<file path="config.mk">
export PLATFORM = sky130hd
export DESIGN_NAME = pipe_controller_flat
export DESIGN_NICKNAME = d
export VERILOG_FILES = /design/src/rtl/pipe_ctrl_pkg.sv /design/src/rtl/pipe_controller_if.sv /design/src/rtl/ctrl_decode.sv /design/src/rtl/pipe_controller.sv /design/src/flat_wrapper.sv
export SDC_FILE = /design/constraint.sdc
export NUM_CORES = 1
export LEC_CHECK = 0
export ABC_AREA = 1
export CAP_MARGIN = 0
export CORE_ASPECT_RATIO = 1.75
export CORE_MARGIN = 1.5
export CORE_UTILIZATION = 52
export CTS_BUF_LIST = sky130_fd_sc_hd__clkbuf_8
export CTS_CLUSTER_DIAMETER = 200
export DETAILED_ROUTE_END_ITERATION = 16
export PLACE_DENSITY_LB_ADDON = 0.12
export SLEW_MARGIN = 0
export SYNTH_ARGS = -nofsm -noshare
export SYNTH_HDL_FRONTEND = slang
export SYNTH_SLANG_ARGS = --single-unit
export TNS_END_PERCENT = 5
</file>
<file path="constraint.sdc">
create_clock -name clk -period 2.7 [get_ports clk]
set_clock_uncertainty 0.15 [all_clocks]
set_input_delay 0.54 -clock clk [delete_from_list [all_inputs] [get_ports clk]]
set_output_delay 0.54 -clock clk [all_outputs]
set_load 0.02 [all_outputs]
</file>
<file path="src/rtl/pipe_ctrl_pkg.sv">
// Shared constants and types for the pipeline controller:
// opcodes, functs, ALU codes, control bundle and md FSM states.
package pipe_ctrl_pkg;

   localparam logic [5:0] OP_RTYPE = 6'b000000;
   localparam logic [5:0] OP_LW    = 6'b100011;
   localparam logic [5:0] OP_SW    = 6'b101011;
   localparam logic [5:0] OP_BEQ   = 6'b000100;
   localparam logic [5:0] OP_BNE   = 6'b000101;
   localparam logic [5:0] OP_ADDI  = 6'b001000;
   localparam logic [5:0] OP_ANDI  = 6'b001100;
   localparam logic [5:0] OP_ORI   = 6'b001101;
   localparam logic [5:0] OP_SLTI  = 6'b001010;
   localparam logic [5:0] OP_J     = 6'b000010;

   localparam logic [5:0] FN_ADD   = 6'b100000;
   localparam logic [5:0] FN_SUB   = 6'b100010;
   localparam logic [5:0] FN_AND   = 6'b100100;
   localparam logic [5:0] FN_OR    = 6'b100101;
   localparam logic [5:0] FN_XOR   = 6'b100110;
   localparam logic [5:0] FN_NOR   = 6'b100111;
   localparam logic [5:0] FN_SLT   = 6'b101010;
   localparam logic [5:0] FN_SLL   = 6'b000000;
   localparam logic [5:0] FN_SRL   = 6'b000010;
   localparam logic [5:0] FN_MULT  = 6'b011000;
   localparam logic [5:0] FN_MULTU = 6'b011001;
   localparam logic [5:0] FN_MFHI  = 6'b010000;
   localparam logic [5:0] FN_MFLO  = 6'b010010;

   localparam logic [3:0] ALU_AND = 4'b0000;
   localparam logic [3:0] ALU_OR  = 4'b0001;
   localparam logic [3:0] ALU_ADD = 4'b0010;
   localparam logic [3:0] ALU_XOR = 4'b0011;
   localparam logic [3:0] ALU_NOR = 4'b0100;
   localparam logic [3:0] ALU_SUB = 4'b0110;
   localparam logic [3:0] ALU_SLT = 4'b0111;
   localparam logic [3:0] ALU_SLL = 4'b1000;
   localparam logic [3:0] ALU_SRL = 4'b1001;

   typedef enum logic {IDLE, BUSY} md_state_t;

   typedef struct packed {
      logic       memtoreg;
      logic       memwrite;
      logic       alusrc;
      logic       regdst;
      logic       regwrite;
      logic [3:0] aluop;
   } ctrl_t;

endpackage

</file>
<file path="src/rtl/pipe_controller_if.sv">
// Decode inputs and per-stage control outputs of the controller.
interface pipe_controller_if #(
   parameter int ALUCTL_W = 4
);
   logic [5:0]          opD;
   logic [5:0]          functD;
   logic                equalD;
   logic                flushE;
   logic                stallE;
   logic                pcsrcD;
   logic                branchD;
   logic                jumpD;
   logic                immextD;
   logic                illegalD;
   logic                memtoregE;
   logic                alusrcE;
   logic                regdstE;
   logic                regwriteE;
   logic [ALUCTL_W-1:0] alucontrolE;
   logic                md_startE;
   logic                md_busy;
   logic                md_stallD;
   logic                memtoregM;
   logic                memwriteM;
   logic                regwriteM;
   logic                memtoregW;
   logic                regwriteW;

   modport master (
      output opD, functD, equalD, flushE, stallE,
      input  pcsrcD, branchD, jumpD, immextD, illegalD,
      input  memtoregE, alusrcE, regdstE, regwriteE,
      input  alucontrolE, md_startE, md_busy, md_stallD,
      input  memtoregM, memwriteM, regwriteM,
      input  memtoregW, regwriteW
   );

   modport slave (
      input  opD, functD, equalD, flushE, stallE,
      output pcsrcD, branchD, jumpD, immextD, illegalD,
      output memtoregE, alusrcE, regdstE, regwriteE,
      output alucontrolE, md_startE, md_busy, md_stallD,
      output memtoregM, memwriteM, regwriteM,
      output memtoregW, regwriteW
   );
endinterface

</file>
<file path="src/rtl/ctrl_decode.sv">
// Combinational main/ALU decoder for the instruction in Decode.
module ctrl_decode
   import pipe_ctrl_pkg::*;
(
   input  logic [5:0] op,
   input  logic [5:0] funct,
   input  logic       equal,
   output ctrl_t      ctrl,
   output logic       md_op,
   output logic       mult_op,
   output logic       branch,
   output logic       jump,
   output logic       immext,
   output logic       illegal,
   output logic       pcsrc
);
   logic bne_op;

   always_comb begin
      ctrl    = '0;
      md_op   = 1'b0;
      mult_op = 1'b0;
      branch  = 1'b0;
      jump    = 1'b0;
      immext  = 1'b0;
      illegal = 1'b0;
      bne_op  = 1'b0;
      unique case (1'b1)
         (op == OP_RTYPE): begin
            ctrl.regwrite = 1'b1;
            ctrl.regdst   = 1'b1;
            unique case (1'b1)
               (funct == FN_ADD): ctrl.aluop = ALU_ADD;
               (funct == FN_SUB): ctrl.aluop = ALU_SUB;
               (funct == FN_AND): ctrl.aluop = ALU_AND;
               (funct == FN_OR):  ctrl.aluop = ALU_OR;
               (funct == FN_XOR): ctrl.aluop = ALU_XOR;
               (funct == FN_NOR): ctrl.aluop = ALU_NOR;
               (funct == FN_SLT): ctrl.aluop = ALU_SLT;
               (funct == FN_SLL): ctrl.aluop = ALU_SLL;
               (funct == FN_SRL): ctrl.aluop = ALU_SRL;
               (funct == FN_MULT),
               (funct == FN_MULTU): begin
                  // results go to hi/lo, never the register file
                  ctrl    = '0;
                  md_op   = 1'b1;
                  mult_op = 1'b1;
               end
               (funct == FN_MFHI),
               (funct == FN_MFLO): md_op = 1'b1;
               default: begin
                  ctrl    = '0;
                  illegal = 1'b1;
               end
            endcase
         end
         (op == OP_LW): begin
            ctrl.regwrite = 1'b1;
            ctrl.alusrc   = 1'b1;
            ctrl.memtoreg = 1'b1;
            ctrl.aluop    = ALU_ADD;
         end
         (op == OP_SW): begin
            ctrl.alusrc   = 1'b1;
            ctrl.memwrite = 1'b1;
            ctrl.aluop    = ALU_ADD;
         end
         (op == OP_BEQ), (op == OP_BNE): begin
            branch     = 1'b1;
            bne_op     = op[0];
            ctrl.aluop = ALU_SUB;
         end
         (op == OP_ADDI): begin
            ctrl.regwrite = 1'b1;
            ctrl.alusrc   = 1'b1;
            ctrl.aluop    = ALU_ADD;
         end
         (op == OP_ANDI): begin
            ctrl.regwrite = 1'b1;
            ctrl.alusrc   = 1'b1;
            ctrl.aluop    = ALU_AND;
            immext        = 1'b1;
         end
         (op == OP_ORI): begin
            ctrl.regwrite = 1'b1;
            ctrl.alusrc   = 1'b1;
            ctrl.aluop    = ALU_OR;
            immext        = 1'b1;
         end
         (op == OP_SLTI): begin
            ctrl.regwrite = 1'b1;
            ctrl.alusrc   = 1'b1;
            ctrl.aluop    = ALU_SLT;
         end
         (op == OP_J): jump = 1'b1;
         default: illegal = 1'b1;
      endcase
   end

   assign pcsrc = branch & (equal ^ bne_op);

endmodule

</file>
<file path="src/rtl/pipe_controller.sv">
// Pipelined control unit: decode, D/E, E/M, M/W control
// registers and the multiply/divide busy tracker.
module pipe_controller
   import pipe_ctrl_pkg::*;
#(
   parameter int ALUCTL_W = 4,
   parameter int MD_LAT   = 4
) (
   input logic               clk,
   input logic               reset,
   pipe_controller_if.slave  bus
);
   localparam logic [3:0] LAT0 = 4'(MD_LAT - 1);

   ctrl_t     d_c;
   ctrl_t     e_q;
   logic      md_op;
   logic      mult_op;
   logic      md_go;
   logic      m_memtoreg, m_memwrite, m_regwrite;
   logic      w_memtoreg, w_regwrite;
   md_state_t state;
   logic [3:0] cnt;
   logic      start_q;
   logic      busy_q;

   ctrl_decode u_dec (
      .op      (bus.opD),
      .funct   (bus.functD),
      .equal   (bus.equalD),
      .ctrl    (d_c),
      .md_op   (md_op),
      .mult_op (mult_op),
      .branch  (bus.branchD),
      .jump    (bus.jumpD),
      .immext  (bus.immextD),
      .illegal (bus.illegalD),
      .pcsrc   (bus.pcsrcD)
   );

   assign md_go = mult_op & ~bus.flushE & ~bus.stallE;

   always_ff @(posedge clk or negedge reset) begin
      if (!reset)          e_q <= '0;
      else if (bus.flushE) e_q <= '0;
      else if (!bus.stallE) e_q <= d_c;
   end

   always_ff @(posedge clk or negedge reset) begin
      if (!reset) begin
         m_memtoreg <= 1'b0;
         m_memwrite <= 1'b0;
         m_regwrite <= 1'b0;
         w_memtoreg <= 1'b0;
         w_regwrite <= 1'b0;
      end else begin
         // a held Execute must not issue twice into Memory
         m_memtoreg <= e_q.memtoreg & ~(bus.stallE | bus.flushE);
         m_memwrite <= e_q.memwrite & ~(bus.stallE | bus.flushE);
         m_regwrite <= e_q.regwrite & ~(bus.stallE | bus.flushE);
         w_memtoreg <= m_memtoreg;
         w_regwrite <= m_regwrite;
      end
   end

   always_ff @(posedge clk or negedge reset) begin
      if (!reset) begin
         state   <= IDLE;
         cnt     <= '0;
         start_q <= 1'b0;
         busy_q  <= 1'b0;
      end else begin
         start_q <= md_go;
         if (md_go) begin
            state  <= BUSY;
            cnt    <= LAT0;
            busy_q <= 1'b1;
         end else begin
            case (state)
               IDLE: busy_q <= 1'b0;
               BUSY: begin
                  if (cnt == 4'd0) begin
                     state  <= IDLE;
                     busy_q <= 1'b0;
                  end else begin
                     cnt <= cnt - 4'd1;
                  end
               end
               default: state <= IDLE;
            endcase
         end
      end
   end

   assign bus.memtoregE   = e_q.memtoreg;
   assign bus.alusrcE     = e_q.alusrc;
   assign bus.regdstE     = e_q.regdst;
   assign bus.regwriteE   = e_q.regwrite;
   assign bus.alucontrolE = ALUCTL_W'(e_q.aluop);
   assign bus.md_startE   = start_q;
   assign bus.md_busy     = busy_q;
   // a single-cycle unit finishes in its start cycle
   assign bus.md_stallD   = md_op & busy_q & ((MD_LAT > 1) | ~start_q);
   assign bus.memtoregM   = m_memtoreg;
   assign bus.memwriteM   = m_memwrite;
   assign bus.regwriteM   = m_regwrite;
   assign bus.memtoregW   = w_memtoreg;
   assign bus.regwriteW   = w_regwrite;

endmodule

</file>
<file path="src/flat_wrapper.sv">
// flat-port wrapper written by rule: the top's interface ports become plain ports
module pipe_controller_flat import pipe_ctrl_pkg::*;
#(
   parameter int ALUCTL_W = 4,
   parameter int MD_LAT   = 4
)
  (clk, reset, bus_opD, bus_functD, bus_equalD, bus_flushE, bus_stallE, bus_pcsrcD, bus_branchD, bus_jumpD, bus_immextD, bus_illegalD, bus_memtoregE, bus_alusrcE, bus_regdstE, bus_regwriteE, bus_alucontrolE, bus_md_startE, bus_md_busy, bus_md_stallD, bus_memtoregM, bus_memwriteM, bus_regwriteM, bus_memtoregW, bus_regwriteW);
  pipe_controller_if #(.ALUCTL_W(ALUCTL_W)) bus_i ();
  input logic clk;
  input logic reset;
  input wire logic [$bits(bus_i.opD)-1:0] bus_opD;
  input wire logic [$bits(bus_i.functD)-1:0] bus_functD;
  input wire logic [$bits(bus_i.equalD)-1:0] bus_equalD;
  input wire logic [$bits(bus_i.flushE)-1:0] bus_flushE;
  input wire logic [$bits(bus_i.stallE)-1:0] bus_stallE;
  output wire logic [$bits(bus_i.pcsrcD)-1:0] bus_pcsrcD;
  output wire logic [$bits(bus_i.branchD)-1:0] bus_branchD;
  output wire logic [$bits(bus_i.jumpD)-1:0] bus_jumpD;
  output wire logic [$bits(bus_i.immextD)-1:0] bus_immextD;
  output wire logic [$bits(bus_i.illegalD)-1:0] bus_illegalD;
  output wire logic [$bits(bus_i.memtoregE)-1:0] bus_memtoregE;
  output wire logic [$bits(bus_i.alusrcE)-1:0] bus_alusrcE;
  output wire logic [$bits(bus_i.regdstE)-1:0] bus_regdstE;
  output wire logic [$bits(bus_i.regwriteE)-1:0] bus_regwriteE;
  output wire logic [$bits(bus_i.alucontrolE)-1:0] bus_alucontrolE;
  output wire logic [$bits(bus_i.md_startE)-1:0] bus_md_startE;
  output wire logic [$bits(bus_i.md_busy)-1:0] bus_md_busy;
  output wire logic [$bits(bus_i.md_stallD)-1:0] bus_md_stallD;
  output wire logic [$bits(bus_i.memtoregM)-1:0] bus_memtoregM;
  output wire logic [$bits(bus_i.memwriteM)-1:0] bus_memwriteM;
  output wire logic [$bits(bus_i.regwriteM)-1:0] bus_regwriteM;
  output wire logic [$bits(bus_i.memtoregW)-1:0] bus_memtoregW;
  output wire logic [$bits(bus_i.regwriteW)-1:0] bus_regwriteW;
  assign bus_i.opD = bus_opD;
  assign bus_i.functD = bus_functD;
  assign bus_i.equalD = bus_equalD;
  assign bus_i.flushE = bus_flushE;
  assign bus_i.stallE = bus_stallE;
  assign bus_pcsrcD = bus_i.pcsrcD;
  assign bus_branchD = bus_i.branchD;
  assign bus_jumpD = bus_i.jumpD;
  assign bus_immextD = bus_i.immextD;
  assign bus_illegalD = bus_i.illegalD;
  assign bus_memtoregE = bus_i.memtoregE;
  assign bus_alusrcE = bus_i.alusrcE;
  assign bus_regdstE = bus_i.regdstE;
  assign bus_regwriteE = bus_i.regwriteE;
  assign bus_alucontrolE = bus_i.alucontrolE;
  assign bus_md_startE = bus_i.md_startE;
  assign bus_md_busy = bus_i.md_busy;
  assign bus_md_stallD = bus_i.md_stallD;
  assign bus_memtoregM = bus_i.memtoregM;
  assign bus_memwriteM = bus_i.memwriteM;
  assign bus_regwriteM = bus_i.regwriteM;
  assign bus_memtoregW = bus_i.memtoregW;
  assign bus_regwriteW = bus_i.regwriteW;
  pipe_controller #(.ALUCTL_W(ALUCTL_W), .MD_LAT(MD_LAT)) u_core (.clk(clk), .reset(reset), .bus(bus_i));
endmodule
</file>
==> impl_metrics.toml, run 1 <==
[outcome]
status = "completed"

[place]
pre_cts_slack_ns = -0.326
port_buffers = 37
dpl.hpwl_um = 2450
place.gp.congestion = 0.809

[global_routing]
grt_pass1_vias = 1232
antenna_found_initial = 0
grt-ovfl-total = 0
grt_max_degree = 22
grt_usage_pct = 22.4
grt_pass1_wl_um = 4750

[clock_tree]
cts_buffers = 3
post-cts-setup-buffers = 0
cts_htree_levels = 1
clock_path_buffers = 2
clk_latency_ns = 0.25
cts.sink_count = 21
clk_pin_slew_ns = 0.07
cts_tree = "built"
root_buffer = "clkbuf_8"

[floorplanning]
die_h_um = 69.3
dieArea_um2 = 2840
core_um2 = 2330
start_util_pct = 56.1
fp.dieW_um = 40.9
rows = 23
io_pins = 38

[synthesis]
synth_nets = 202
synth_mux_area_share_pct = 0
synth.area.top_cells = "dfrtp_1, nand2_1, nand3_1"
ys_warn_count = 0
synth-xor-area-share_pct = 1.34
synthAdderAreaFrac_pct = 1.91
yosysSeqAreaShare_pct = 40.2
synth_area_um2 = 1310
synth_largest_area_cell = "dfrtp_1"
synth_top_family_by_area = "simple AND/OR/NAND/NOR gates"
synth_top_area_share_pct = 40.2
synthSimpleGateAreaFrac_pct = 41.0
synth.distinct_cells = 24
synth.ff_latch_count = 21
synthCells = 183
synth_compound_gate_area_share_pct = 2.97
avgSynthCellArea_um2 = 7.14

[critical_path]
path_class = "input pin to output pin"
slowest_delay_ns = 0.44
path_cells = "clkdlybuf4s50_1 -> buf_4 -> nor2_4 -> buf_4 -> nand4_1 -> inv_1 -> clkdlybuf4s15_1"
startpoint_type = "input pin"
path_delay_family = "buffers and inverters"
cp_slowest_cell = "clkdlybuf4s50_1"
arrival_ns = 1.89
end_kind = "output pin"
cpMostUsedCell = "buf_4"
worstPathRequired_ns = 2.01
crit_buf_inv = 5
crit_fanout = 4

[hold_path]
hold_path_class = "flip-flop to flip-flop"

[finish]
diodes = 0
multi_input_area_um2 = 622
layout-drive-gt1-share_pct = 19.6
fin_nets = 265
nFillCells = 169
syn2layout_area_growth_pct = 45.1
seq_area_um2 = 526

[detailed_routing]
drt_iter0_drc = 26
drc = 0
drt_wl_total_um = 2850
drt_pass1_iterations = 4
wl_per_cell_um = 10.5
avgViaCountPerCell = 4.94
vias = 1333
ant_nets = 0

[timing]
hold_viol = 0
slew-limit-headroom_pct = 41.8
setup_viol = 0
rsz0062_at_grt = "false"
post-route-period-util_pct = 95.6
fin_ws_ns = 0.118
period_needed_ns = 2.58
worst_pin_slew_ns = 0.870
fmax_mhz = 387
whs_ns = 0.224
slew_viol_final = 0

[power]
powerDensity_nw_per_um2 = 421
finalPower_mw = 0.799
p_leak_nw = 1.06
ir_drop_uv = 206

[job]
drv_cap = 0
[logic make-up (layout without fill, tap and decap cells)]
kind of cell | after synthesis | count (layout)
AND/OR/NAND/NOR | 111 | 111
buffers and inverters | 40 | 102
flip-flops | 21 | 21
AO/OA/AOI/OAI | 7 | 7
adder cells (fa/ha/maj) | 2 | 2
XOR/XNOR | 2 | 2
[placed cells by master (no fill, tap or decap), types with 2 or more instances in the layout]
cell             instances
nand2_1                 43
inv_1                   34
clkdlybuf4s50_1         30
buf_4                   26
nand3_1                 25
nor2_1                  24
dfrtp_1                 21
nor2_4                   5
nor2_2                   3
nand2_2                  3
nand4_1                  3
clkbuf_8                 3
clkbuf_2                 3
inv_2                    2
o21ai_0                  2
xor2_1                   2
o21ai_1                  2
ha_1                     2
dlygate4sd2_1            2
[cells in the mapped netlist]
master,n
o21ai_0,2
o31ai_1,1
nand2_2,3
nand3_2,1
ha_1,2
nor2_4,4
nand4_1,3
buf_4,4
nor3_1,1
nand3_4,1
o22ai_1,1
nor2_1,24
o21ai_1,2
inv_1,33
inv_2,2
and2_1,1
nand4_2,1
nand2_1,43
a21oi_1,1
xor2_1,2
nor2_2,4
dfrtp_1,21
nand3_1,25
clkinv_1,1
[stage by stage]
stage,instances,instance area (um^2),utilization (%),TNS [ns]
floorplan,183,1310,-,0
global placement,266,1870,80.1,-1.06
detailed placement,266,1870,80.1,-1.25
CTS,270,1910,81.9,0
global route,270,1900,81.4,0
finish,270,1900,81.4,0
[power by group]
group          switching, mW  leakage (nW)  total [mW]  internal, mW
registers             0.0266         0.284       0.382         0.355
clock network         0.0872        0.0269       0.188         0.101
logic                  0.128         0.753       0.229         0.101
[metal layers]
metal	share of wire [%]	vias to the layer above	track usage [%]
li1	-	688	-
met2	56	32	41.1
met3	3.1	2	1.28
met5	0	-	0
met4	1.2	0	5.56
met1	40	611	24.8
[flip-flops by register name, summed over array words and instances, names as in the netlist]
signal / flops
u_core.e_q: 1
u_core.bus.memwriteM: 1
u_core.bus.regwriteW: 1
u_core.bus.regwriteE: 1
u_core.bus.memtoregE: 1
u_core.bus.memtoregW: 1
u_core.bus.md_startE: 1
u_core.bus.md_busy: 1
u_core.bus.alucontrolE: 4
u_core.bus.regwriteM: 1
u_core.bus.alusrcE: 1
u_core.bus.memtoregM: 1
u_core.cnt: 4
u_core.bus.regdstE: 1
u_core.state: 1
[worst paths after layout]
check	slack, ns	from	end	depth (start not counted)
worst max-delay path	0.12	bus_opD[4]	bus_jumpD	7
min in group asynchronous	0.64	reset	u_core.state	1
max in group asynchronous	1.23	reset	u_core.bus.alucontrolE[0]	1
worst min-delay path	0.22	u_core.bus.regwriteM	u_core.bus.regwriteW	0
worst min register to register	0.22	u_core.bus.regwriteM	u_core.bus.regwriteW	0
worst max register to register	1.21	u_core.cnt[0]	u_core.cnt[1]	8
[final cells by class]
type,count,area share [%]
Multi-Input combinational cell,122,32.8
Tap cell,25,1.65
Clock buffer,3,2.18
Timing Repair Buffer,62,28.4
Sequential cell,21,27.7
Clock inverter,1,0.198
Inverter,36,7.12
[worst reg2reg max path: stages, from the launching register on]
cell and delay, ns:
dfrtp_1 0.39, inv_1 0.11, ha_1 0.15, nand3_1 0.07, and2_1 0.19, inv_1 0.10, nand2_2 0.07, o21ai_1 0.12
inv_1 0.05
[timing repair]
| action | 4_1_cts | 5_1_grt |
|---|---|---|
| gates resized for setup | 9 | 6 |
| endpoints found under the hold margin | 0 | 0 |
| pin swaps | 0 | 0 |
| endpoints found under the setup margin | 6 | 4 |
| hold buffers | 0 | 0 |
No activity file was read; power rests on OpenSTA's default activity.
==> run 2: changes to the inputs <==
- CAP_MARGIN: 0 -> 20
==> results of run 2 <==
Final layout, timing and power as in run 1 (identical DEF).
==> run 3: changes to the inputs <==
- SLEW_MARGIN: 0 -> 20
==> results of run 3 <==
Final layout, timing and power as in run 1 (identical DEF).
